<file path="src/rtl/rs232_tx_reply.sv">
// 8N1 UART transmitter fed by a small byte FIFO; drives USB_RXD toward the host PC.
// Frames are sent LSB first at CLK_DIV clocks per bit, with no gap between queued bytes.
module rs232_tx_reply #(
    parameter int CLK_DIV = 434,
    parameter int FIFO_AW = 3
) (
    input  logic       iCLK,
    input  logic       iNRST,
    input  logic       iWR,
    input  logic [7:0] iDATA,
    output logic       oFULL,
    output logic       oEMPTY,
    output logic       oBUSY,
    output logic       oOVERFLOW,
    output logic       oTXD
);

    localparam int          DEPTH    = 1 << FIFO_AW;
    localparam logic [15:0] DIV_LAST = 16'(CLK_DIV - 1);

    typedef enum logic [1:0] {IDLE, START, DATA, STOP} state_t;

    logic [7:0]       mem_q [DEPTH];
    logic [FIFO_AW:0] wrPtr_q, rdPtr_q;
    logic [FIFO_AW:0] wrPtr_d, rdPtr_d;
    logic             overflow_q;
    state_t           state_q;
    logic [15:0]      baudCnt_q;
    logic [2:0]       bitIdx_q;
    logic [7:0]       shift_q;
    logic             txd_q;

    logic       push;
    logic       pop;
    logic       bitTick;
    logic [7:0] headData;

    assign oEMPTY   = (wrPtr_q == rdPtr_q);
    assign oFULL    = (wrPtr_q[FIFO_AW] != rdPtr_q[FIFO_AW]) &&
                      (wrPtr_q[FIFO_AW-1:0] == rdPtr_q[FIFO_AW-1:0]);
    assign bitTick  = (baudCnt_q == DIV_LAST);
    assign push     = iWR && !oFULL;
    // The FSM pops from IDLE, or at the end of a stop bit to chain frames without a gap.
    assign pop      = !oEMPTY && ((state_q == IDLE) || (state_q == STOP && bitTick));
    assign headData = mem_q[rdPtr_q[FIFO_AW-1:0]];
    assign wrPtr_d  = wrPtr_q + {{FIFO_AW{1'b0}}, push};
    assign rdPtr_d  = rdPtr_q + {{FIFO_AW{1'b0}}, pop};

    assign oBUSY     = (state_q != IDLE) || !oEMPTY;
    assign oOVERFLOW = overflow_q;
    assign oTXD      = txd_q;

    always_ff @(posedge iCLK) begin
        if (push) begin
            mem_q[wrPtr_q[FIFO_AW-1:0]] <= iDATA;
        end
    end

    always_ff @(posedge iCLK or negedge iNRST) begin
        if (!iNRST) begin
            wrPtr_q    <= '0;
            rdPtr_q    <= '0;
            overflow_q <= 1'b0;
        end else begin
            wrPtr_q <= wrPtr_d;
            rdPtr_q <= rdPtr_d;
            if (iWR && oFULL) begin
                overflow_q <= 1'b1;
            end
        end
    end

    always_ff @(posedge iCLK or negedge iNRST) begin
        if (!iNRST) begin
            state_q   <= IDLE;
            baudCnt_q <= '0;
            bitIdx_q  <= '0;
            shift_q   <= '0;
            txd_q     <= 1'b1;
        end else begin
            case (state_q)
                IDLE: begin
                    txd_q     <= 1'b1;
                    baudCnt_q <= '0;
                    if (pop) begin
                        shift_q  <= headData;
                        bitIdx_q <= '0;
                        txd_q    <= 1'b0;
                        state_q  <= START;
                    end
                end
                START: begin
                    if (bitTick) begin
                        baudCnt_q <= '0;
                        txd_q     <= shift_q[0];
                        shift_q   <= {1'b0, shift_q[7:1]};
                        bitIdx_q  <= '0;
                        state_q   <= DATA;
                    end else begin
                        baudCnt_q <= baudCnt_q + 16'd1;
                    end
                end
                DATA: begin
                    if (bitTick) begin
                        baudCnt_q <= '0;
                        if (bitIdx_q == 3'd7) begin
                            txd_q   <= 1'b1;
                            state_q <= STOP;
                        end else begin
                            txd_q    <= shift_q[0];
                            shift_q  <= {1'b0, shift_q[7:1]};
                            bitIdx_q <= bitIdx_q + 3'd1;
                        end
                    end else begin
                        baudCnt_q <= baudCnt_q + 16'd1;
                    end
                end
                STOP: begin
                    if (bitTick) begin
                        baudCnt_q <= '0;
                        if (pop) begin
                            shift_q  <= headData;
                            bitIdx_q <= '0;
                            txd_q    <= 1'b0;
                            state_q  <= START;
                        end else begin
                            txd_q   <= 1'b1;
                            state_q <= IDLE;
                        end
                    end else begin
                        baudCnt_q <= baudCnt_q + 16'd1;
                    end
                end
                default: begin
                    txd_q   <= 1'b1;
                    state_q <= IDLE;
                end
            endcase
        end
    end

endmodule

</file>
<file path="config.mk">
export PLATFORM = sky130hd
export DESIGN_NAME = rs232_tx_reply
export DESIGN_NICKNAME = d
export VERILOG_FILES = /design/src/rtl/rs232_tx_reply.sv
export SDC_FILE = /design/constraint.sdc
export NUM_CORES = 1
export LEC_CHECK = 0
export BUFFER_PORTS_ARGS = -buffer_cell sky130_fd_sc_hd__buf_2
export CAP_MARGIN = 5
export CORE_UTILIZATION = 41
export DETAILED_ROUTE_END_ITERATION = 10
export PLACE_DENSITY_LB_ADDON = 0.1
export SLEW_MARGIN = 20
export SYNTH_ARGS = -nofsm -noshare
export SYNTH_HDL_FRONTEND = slang
export SYNTH_SLANG_ARGS = --single-unit
</file>
<file path="constraint.sdc">
create_clock -name iCLK -period 5.7 [get_ports iCLK]
set_input_delay 0.285 -clock iCLK [delete_from_list [all_inputs] [get_ports iCLK]]
set_output_delay 0.285 -clock iCLK [all_outputs]
set_load 0.01 [all_outputs]
</file>
==> results.sh, run 1 <==
export IMPL_status="finished, final reports clean"
export IMPL_cts_resized=0
export IMPL_h_tree_depth=3
export IMPL_postCtsSetupBuffers=0
export IMPL_gr_total_overflow=0
export IMPL_routedWlPerCell_microns=17.1
export IMPL_maxSlewHeadroom=0.391
export IMPL_drcViolationCount=0
export IMPL_root_buffer="clkbuf_8"
export IMPL_place_area_sq_um=4690
export IMPL_post_route_cell_area_sq_um=4880
export IMPL_drt_initial_drc_count=73
export IMPL_cp_top_family="simple AND/OR/NAND/NOR gates"
export IMPL_die_w_microns=106
export IMPL_syn_to_final_growth_pct=9.18
export IMPL_p_sw_mw=0.841
export IMPL_power_share_clock=0.184
export IMPL_coreArea_sq_um=10500
export IMPL_fmax_mhz=378
export IMPL_track_usage=0.151
export IMPL_use_met2=0.244
export IMPL_clk_pin_slew_ns=0.11
export IMPL_switching_share=0.352
export IMPL_grt_use_met1=0.194
export IMPL_p_int_mw=1.55
export IMPL_setup_tns_ns=0
export IMPL_syn_inst=284
export IMPL_critPathBufInv=0
export IMPL_initial_core_util=0.427
export IMPL_dp_hpwl_microns=5060
export IMPL_diodes=0
export IMPL_end_kind="register"
export IMPL_busiest_layer="met2"
export IMPL_via_count=2235
export IMPL_layout_common_cells="64 x edfxtp_1, 38 x dfrtp_1, 29 x nor2_1, 16 x nand2_1, 16 x mux4_2"
export IMPL_p_seq_frac=0.456
export IMPL_post_synth_instance_area_sq_um=4470
export IMPL_critPathKind="register to register"
export IMPL_die_area_sq_um=11300
export IMPL_synth_flop_cell="edfxtp_1"
export IMPL_critPathArrivalTime_ns=2.65
export IMPL_synth_async_sr_flop_share=0.379
export IMPL_grt_use_met3=0.0460
export IMPL_final_common_cell="edfxtp_1"
export IMPL_antenna_found_initial=0
export IMPL_period_share=0.464
export IMPL_drtPass1Iterations=4
export IMPL_ys_warn_count=0
export IMPL_drive_above_1_share=0.212
export IMPL_fin_skew_ns=0.0130
export IMPL_port_buffers=15
export IMPL_finalHoldViolCount=0
export IMPL_worstMarginPinSlew_ns=0.914
export IMPL_rows=37
export IMPL_grt_pass1_wl_microns=12400
export IMPL_power_leakage_nw=1.86
export IMPL_synth_net_count=308
export IMPL_slowest_delay_ns=0.86
export IMPL_p_per_area_nw_per_um2=489
export IMPL_synth_edf_count=64
export IMPL_vias_per_cell=5.05
export IMPL_finalSetupViolCount=0
export IMPL_period_needed_ns=2.65
export IMPL_hold_class="primary input to asynchronous set/reset pin"
export IMPL_slew_violations=0
export IMPL_grt_max_degree=40
export IMPL_synth_cell_types=43
export IMPL_comb_power_share=0.360
export IMPL_cp_start_kind="register"
export IMPL_worstPathCellList="xor2_1, or4_1, and2_1, nand2_1, nor2_1"
export IMPL_avgSynthCellArea_sq_um=15.7
export IMPL_rsz0062_at_grt="no"
export IMPL_r2r_slack_ns=3.05
export IMPL_cts_tree="yes"
export IMPL_cp_max_fo=19
export IMPL_numCtsBuffers=9
export IMPL_dieHeight_microns=106
export IMPL_ant_nets=0
export IMPL_ir_drop_mv=0.240
export IMPL_cp_required_ns=5.70
export IMPL_yosysSeqAreaShare=0.649
export IMPL_clock_path_buffers=2
export IMPL_io_pins=16
export IMPL_hold_buffers=0
export IMPL_ys_ff_latch=103
export IMPL_cp_slowest_cell="dfrtp_1"
export IMPL_fin_nets=326
export IMPL_hold_slack_ns=0.0360
export IMPL_cap_viol_max_count=0
export IMPL_drt_wl_total_microns=7560
export IMPL_clock_sinks=103
export IMPL_grt_pass1_vias=2304
export IMPL_clk_latency_ns=0.37
export IMPL_place_gp_congestion=0.731
==> state kept, by name, summed over array words and instances, names as in the netlist <==
name	cells
oTXD	1
wrPtr_q	4
shift_q	8
state_q	2
baudCnt_q	16
mem_q	64
oOVERFLOW	1
bitIdx_q	3
rdPtr_q	4
==> routing by layer <==
metal / vias up / part of all wire
met5: - / 0
met4: 0 / 0.015
met3: 7 / 0.023
met2: 29 / 0.49
met1: 1104 / 0.47
li1: 1095 / -
==> power by group through the flow <==
stage / Combinational [mW] / Clock [mW] / Sequential (mW)
after floorplan: 0.737 / 0 / 1.04
after global placement: 0.872 / 0 / 1.11
after detailed placement: 0.878 / 0 / 1.11
after CTS: 0.880 / 0.455 / 1.09
after global routing: 0.956 / 0.482 / 1.11
final: 0.860 / 0.439 / 1.09
==> cell type report <==
cell class,instances,area (sq um)
Sequential cell,103,2900
Fill cell,933,5580
Clock inverter,6,58.8
Inverter,6,22.5
Tap cell,136,170
Multi-Input combinational cell,166,1520
Clock buffer,10,128
Timing Repair Buffer,16,82.6
==> through the flow <==
stage                     utilization  cells  setup WS, ns  total power, mW
after floorplan                     -    284          3.47             1.78
after global placement          0.448    427          2.69             1.98
after detailed placement        0.448    427          2.77             1.99
after CTS                       0.466    443          2.72             2.43
after global routing            0.466    443          2.73             2.55
final                           0.466    443          3.05             2.39
==> final timing paths <==
kind	end	cells after the start	startpoint
max	mem_q[7][0]	5	rdPtr_q[1]
min	baudCnt_q[7]	1	iNRST
max reg2reg	mem_q[7][0]	5	rdPtr_q[1]
min reg2reg	oOVERFLOW	1	oOVERFLOW
max in group asynchronous	shift_q[7]	1	iNRST
min in group iCLK	oOVERFLOW	2	iWR
==> cells in the mapped netlist, types with 4 or more instances <==
cell type  instances  share of area
mux4_2            16          0.081
buf_2              4         0.0045
dfrtp_1           38           0.21
nand2b_1           4         0.0056
inv_1              6         0.0050
nor3_1             5         0.0056
mux2i_1            8          0.018
o21ai_0            8         0.0090
ha_1              13          0.036
edfxtp_1          64           0.43
nor2_1            29          0.024
nand2_1           16          0.013
xor2_1            13          0.025
mux2_4             7          0.024
nand3_1            8         0.0090
xnor2_1            9          0.018
==> worst register-to-register path, delay by kind of cell (launching register included) <==
kind	cells	cell delay, ns
XOR/XNOR	1	0.31
AND/OR/NAND/NOR	4	1.13
flip-flops	1	0.86
==> logic make-up (layout without fill, tap and decap cells) <==
group,Yosys count,count (layout),share of synthesized area
adder cells (fa/ha/maj),13,13,0.0364
AND/OR/NAND/NOR,77,77,0.0932
flip-flops,103,103,0.649
XOR/XNOR,22,22,0.0431
multiplexers,32,32,0.125
buffers and inverters,15,38,0.0137
AO/OA/AOI/OAI,22,22,0.0403
Power figures use the tool's default switching activity.
==> inputs of run 2 (changes only) <==
clock period = 2.3 ns   (was 5.7 ns; I/O delays follow)
==> results.sh, run 2 (synthesized netlist as in run 1, its figures left out) <==
export IMPL_drt_wl_total_microns=7870
export IMPL_cp_required_ns=2.29
export IMPL_final_common_cell="edfxtp_1"
export IMPL_initial_core_util=0.427
export IMPL_largest_register_ffs=64
export IMPL_p_per_area_nw_per_um2=1220
export IMPL_hold_class="primary input to register"
export IMPL_dp_hpwl_microns=5430
export IMPL_place_gp_congestion=0.724
export IMPL_die_w_microns=106
export IMPL_port_buffers=15
export IMPL_grt_pass1_wl_microns=12600
export IMPL_die_area_sq_um=11300
export IMPL_end_kind="register"
export IMPL_diodes=0
export IMPL_gr_total_overflow=0
export IMPL_critPathArrivalTime_ns=2.22
export IMPL_h_tree_depth=3
export IMPL_critPathKind="register to register"
export IMPL_ir_drop_mv=0.598
export IMPL_drtPass1Iterations=4
export IMPL_maxSlewHeadroom=0.409
export IMPL_cp_max_fo=8
export IMPL_power_leakage_nw=1.96
export IMPL_rsz0062_at_grt="yes"
export IMPL_vias_per_cell=5.08
export IMPL_fin_nets=347
export IMPL_drcViolationCount=0
export IMPL_antenna_found_initial=0
export IMPL_fin_skew_ns=0.0135
export IMPL_io_pins=16
export IMPL_cp_start_kind="register"
export IMPL_ant_nets=0
export IMPL_track_usage=0.153
export IMPL_status="finished, final reports clean"
export IMPL_setup_tns_ns=0
export IMPL_drt_initial_drc_count=84
export IMPL_finalSetupViolCount=0
export IMPL_period_share=0.972
export IMPL_routedWlPerCell_microns=17.0
export IMPL_syn_to_final_growth_pct=13.1
export IMPL_via_count=2356
export IMPL_numCtsBuffers=9
export IMPL_finalHoldViolCount=0
export IMPL_period_needed_ns=2.24
export IMPL_worstMarginPinSlew_ns=0.883
export IMPL_slew_violations=0
export IMPL_cap_viol_max_count=0
export IMPL_grt_pass1_vias=2379
export IMPL_grt_max_degree=40
export IMPL_rows=37
export IMPL_clk_pin_slew_ns=0.10
export IMPL_power_mw=6.17
export IMPL_coreArea_sq_um=10500
export IMPL_cts_tree="yes"
export IMPL_clock_path_buffers=2
export IMPL_root_buffer="clkbuf_8"
export IMPL_clk_latency_ns=0.36
export IMPL_fmax_mhz=447
export IMPL_dieHeight_microns=106
export IMPL_clock_sinks=103
export IMPL_fill_cells=946
export IMPL_drive_above_1_share=0.247
export IMPL_layout_common_cells="64 x edfxtp_1, 38 x dfrtp_1, 29 x nor2_1, 18 x buf_4"
-- run 2: cell types whose count changed in the layout (fill, tap and decap cells not counted), sizes merged --
cell / change
dlygate4sd3: +2
clkbuf: +2
inv: -3
buf: +19
clkinv: +1
-- run 2: repair_timing --
action	4_1_cts	5_1_grt
pin swaps	1	1
gates resized for setup	0	1
hold endpoints to repair	39	0
endpoints found under the setup margin	1	58
setup buffers	0	2
hold buffers	2	0
-- run 2: metal layers --
metal	GRT usage	vias to the layer above	routed length [microns]
met5	0	-	0
met4	0.0387	0	59
met3	0.0423	9	245
met2	0.266	31	3970
met1	0.187	1177	3590
li1	-	1139	-
-- run 2: worst paths after layout --
kind                             from            end  slack, ns  cells after the start
hold / removal               iDATA[1]    mem_q[6][1]       0.03                      1
min in group asynchronous       iNRST  baudCnt_q[12]       0.40                      2
hold reg to reg             oOVERFLOW      oOVERFLOW       0.46                      1
setup / recovery           wrPtr_q[2]    mem_q[4][6]       0.06                      5
setup reg to reg           wrPtr_q[2]    mem_q[4][6]       0.06                      5
max in group asynchronous       iNRST     shift_q[5]       1.35                      2
-- run 2: metrics by stage --
stage	util	worst slack (ns)	cells	area, sq um	hold WS [ns]
after floorplan	-	0.0728	284	4470	-0.181
after global placement	0.462	0.0147	444	4840	0.292
after detailed placement	0.462	0.0125	444	4840	0.292
after CTS	0.481	0.00622	462	5030	0.0155
after global routing	0.483	-0.0661	464	5060	0.00961
final	0.483	0.0644	464	5060	0.0280
-- run 2: cell type report --
type	count	area, sq um	share of cell area
Clock buffer	12	145	0.0287
Clock inverter	4	31.3	0.00619
Inverter	6	22.5	0.00445
Multi-Input combinational cell	166	1520	0.300
Sequential cell	103	2900	0.573
Tap cell	136	170	0.0337
Timing Repair Buffer	37	270	0.0535
-- run 2: power by group --
group	switching, mW	internal, mW	leakage [nW]	total (mW)
combinational	1.32	1.27	0.793	2.59
sequential	0.185	2.38	1.08	2.56
clock	0.581	0.430	0.0871	1.01
-- run 2: worst max-delay path, stage by stage, from the launching register on --
cell	delay, ns
dfrtp_1	0.40
xor2_1	0.27
or4_1	0.20
and2_1	0.19
nand2b_1	0.12
nor2_1	0.69
==> inputs of run 3 (changes only) <==
SETUP_SLACK_MARGIN = 0.3   (was default)
==> results.sh, run 3 (synthesized netlist as in run 1, its figures left out) <==
export IMPL_status="finished, final reports clean"
export IMPL_fin_nets=357
export IMPL_comb_power_share=0.441
export IMPL_slew_violations=0
export IMPL_hold_class="primary input to register"
export IMPL_drive_above_1_share=0.337
export IMPL_period_needed_ns=2.00
export IMPL_routedWlPerCell_microns=17.3
export IMPL_syn_to_final_growth_pct=19.4
export IMPL_rr_startpoint="wrPtr_q[0]"
export IMPL_drcViolationCount=0
export IMPL_cts_tree="yes"
export IMPL_rsz0062_at_grt="yes"
export IMPL_dp_hpwl_microns=5260
export IMPL_io_pins=16
export IMPL_initial_core_util=0.427
export IMPL_drt_initial_drc_count=106
export IMPL_antenna_found_initial=0
export IMPL_p_sw_mw=2.35
export IMPL_hold_slack_ns=0.0132
export IMPL_p_int_mw=4.41
export IMPL_period_share=0.872
export IMPL_worstMarginPinSlew_ns=0.894
export IMPL_clock_sinks=103
export IMPL_port_buffers=15
export IMPL_dieHeight_microns=106
export IMPL_rr_endpoint="rdPtr_q[2]"
export IMPL_rows=37
export IMPL_cp_max_fo=3
export IMPL_clk_pin_slew_ns=0.11
export IMPL_p_per_area_nw_per_um2=1270
export IMPL_crit_start="wrPtr_q[0]"
export IMPL_critPathArrivalTime_ns=2.25
export IMPL_root_buffer="clkbuf_8"
export IMPL_ant_nets=0
export IMPL_r2r_slack_ns=0.30
export IMPL_endpoint="rdPtr_q[2]"
export IMPL_clk_latency_ns=0.37
export IMPL_power_share_clock=0.179
export IMPL_coreArea_sq_um=10500
export IMPL_cap_viol_max_count=0
export IMPL_rr_worst_depth=10
export IMPL_final_util=0.510
export IMPL_p_seq_frac=0.380
export IMPL_cp_start_kind="register"
export IMPL_switching_share=0.348
export IMPL_place_gp_congestion=0.707
export IMPL_fin_skew_ns=0.0130
export IMPL_grt_pass1_vias=2598
export IMPL_diodes=0
export IMPL_fmax_mhz=499
export IMPL_drt_wl_total_microns=8190
export IMPL_final_common_cell="edfxtp_1"
export IMPL_gr_total_overflow=0
export IMPL_critPathKind="register to register"
export IMPL_clock_path_buffers=2
export IMPL_die_area_sq_um=11300
export IMPL_track_usage=0.162
export IMPL_setup_tns_ns=0
export IMPL_h_tree_depth=3
export IMPL_grt_pass1_wl_microns=13500
export IMPL_grt_max_degree=40
export IMPL_numCtsBuffers=9
export IMPL_finalSetupViolCount=0
export IMPL_vias_per_cell=5.16
export IMPL_layout_common_cells="64 x edfxtp_1, 37 x dfrtp_1, 25 x buf_4, 24 x nor2_1, 16 x mux4_2"
export IMPL_largest_register_ffs=64
export IMPL_post_route_cell_area_sq_um=5340
export IMPL_end_kind="register"
export IMPL_finalHoldViolCount=0
export IMPL_die_w_microns=106
export IMPL_drtPass1Iterations=4
export IMPL_power_leakage_nw=2.06
export IMPL_via_count=2444
export IMPL_cp_required_ns=2.55
export IMPL_place_area_sq_um=4810
export IMPL_maxSlewHeadroom=0.404
export IMPL_ir_drop_mv=0.401
-- run 3: how the worst min path moves through the flow --
stage / start / slack (ns) / end / depth (start not counted)
2_1_floorplan: iNRST / -0.18 / baudCnt_q[0] / 0
3_3_place_gp: iNRST / 0.29 / baudCnt_q[10] / 1
3_5_place_dp: iNRST / 0.30 / baudCnt_q[11] / 1
4_1_cts: iDATA[3] / 0.0006 / mem_q[7][3] / 1
5_1_grt: iDATA[1] / 0.01 / mem_q[7][1] / 1
6_report: iDATA[2] / 0.01 / mem_q[7][2] / 1
-- run 3: layout make-up --
class / count / area, sq um
Fill cell: 907 / 5130
Sequential cell: 103 / 2900
Inverter: 6 / 22.5
Tap cell: 136 / 170
Multi-Input combinational cell: 166 / 1660
Clock buffer: 9 / 124
Timing Repair Buffer: 47 / 353
Clock inverter: 7 / 101
-- run 3: routing by layer --
metal  vias up  GRT usage  wire length, microns
li1       1164          -                     -
met5         -          0                     0
met1      1238      0.202                  3700
met3         9     0.0392                   208
met4         0     0.0456                    95
met2        33      0.279                  4190
-- run 3: repair_timing --
item,CTS,global route
pin swaps,6,7
gates cloned,0,0
hold buffers,3,0
setup buffers,8,6
setup endpoints to repair,73,83
resized for setup,19,16
endpoints found under the hold margin,46,0
-- run 3: worst max-delay path, cell delays in order, from the launching register on --
cell	delay [ns]
dfrtp_1	0.40
xor2_1	0.17
buf_4	0.14
nor4b_4	0.25
buf_4	0.18
a211oi_4	0.04
buf_6	0.13
buf_4	0.14
ha_4	0.16
ha_4	0.15
xor2_1	0.13
-- run 3: through the flow --
stage | power, mW | worst slack [ns] | std cells
floorplan | 4.44 | 0.302 | 284
global placement | 5.16 | 0.144 | 441
detailed placement | 5.18 | 0.116 | 441
CTS | 6.67 | 0.266 | 468
global route | 7.23 | 0.183 | 474
finish | 6.76 | 0.295 | 474
-- run 3: power groups by stage --
stage	clock network, mW	logic, mW	registers, mW
floorplan	0	1.86	2.58
global placement	0	2.55	2.61
detailed placement	0	2.57	2.62
CTS	1.26	2.85	2.56
global route	1.32	3.30	2.61
finish	1.21	2.98	2.57
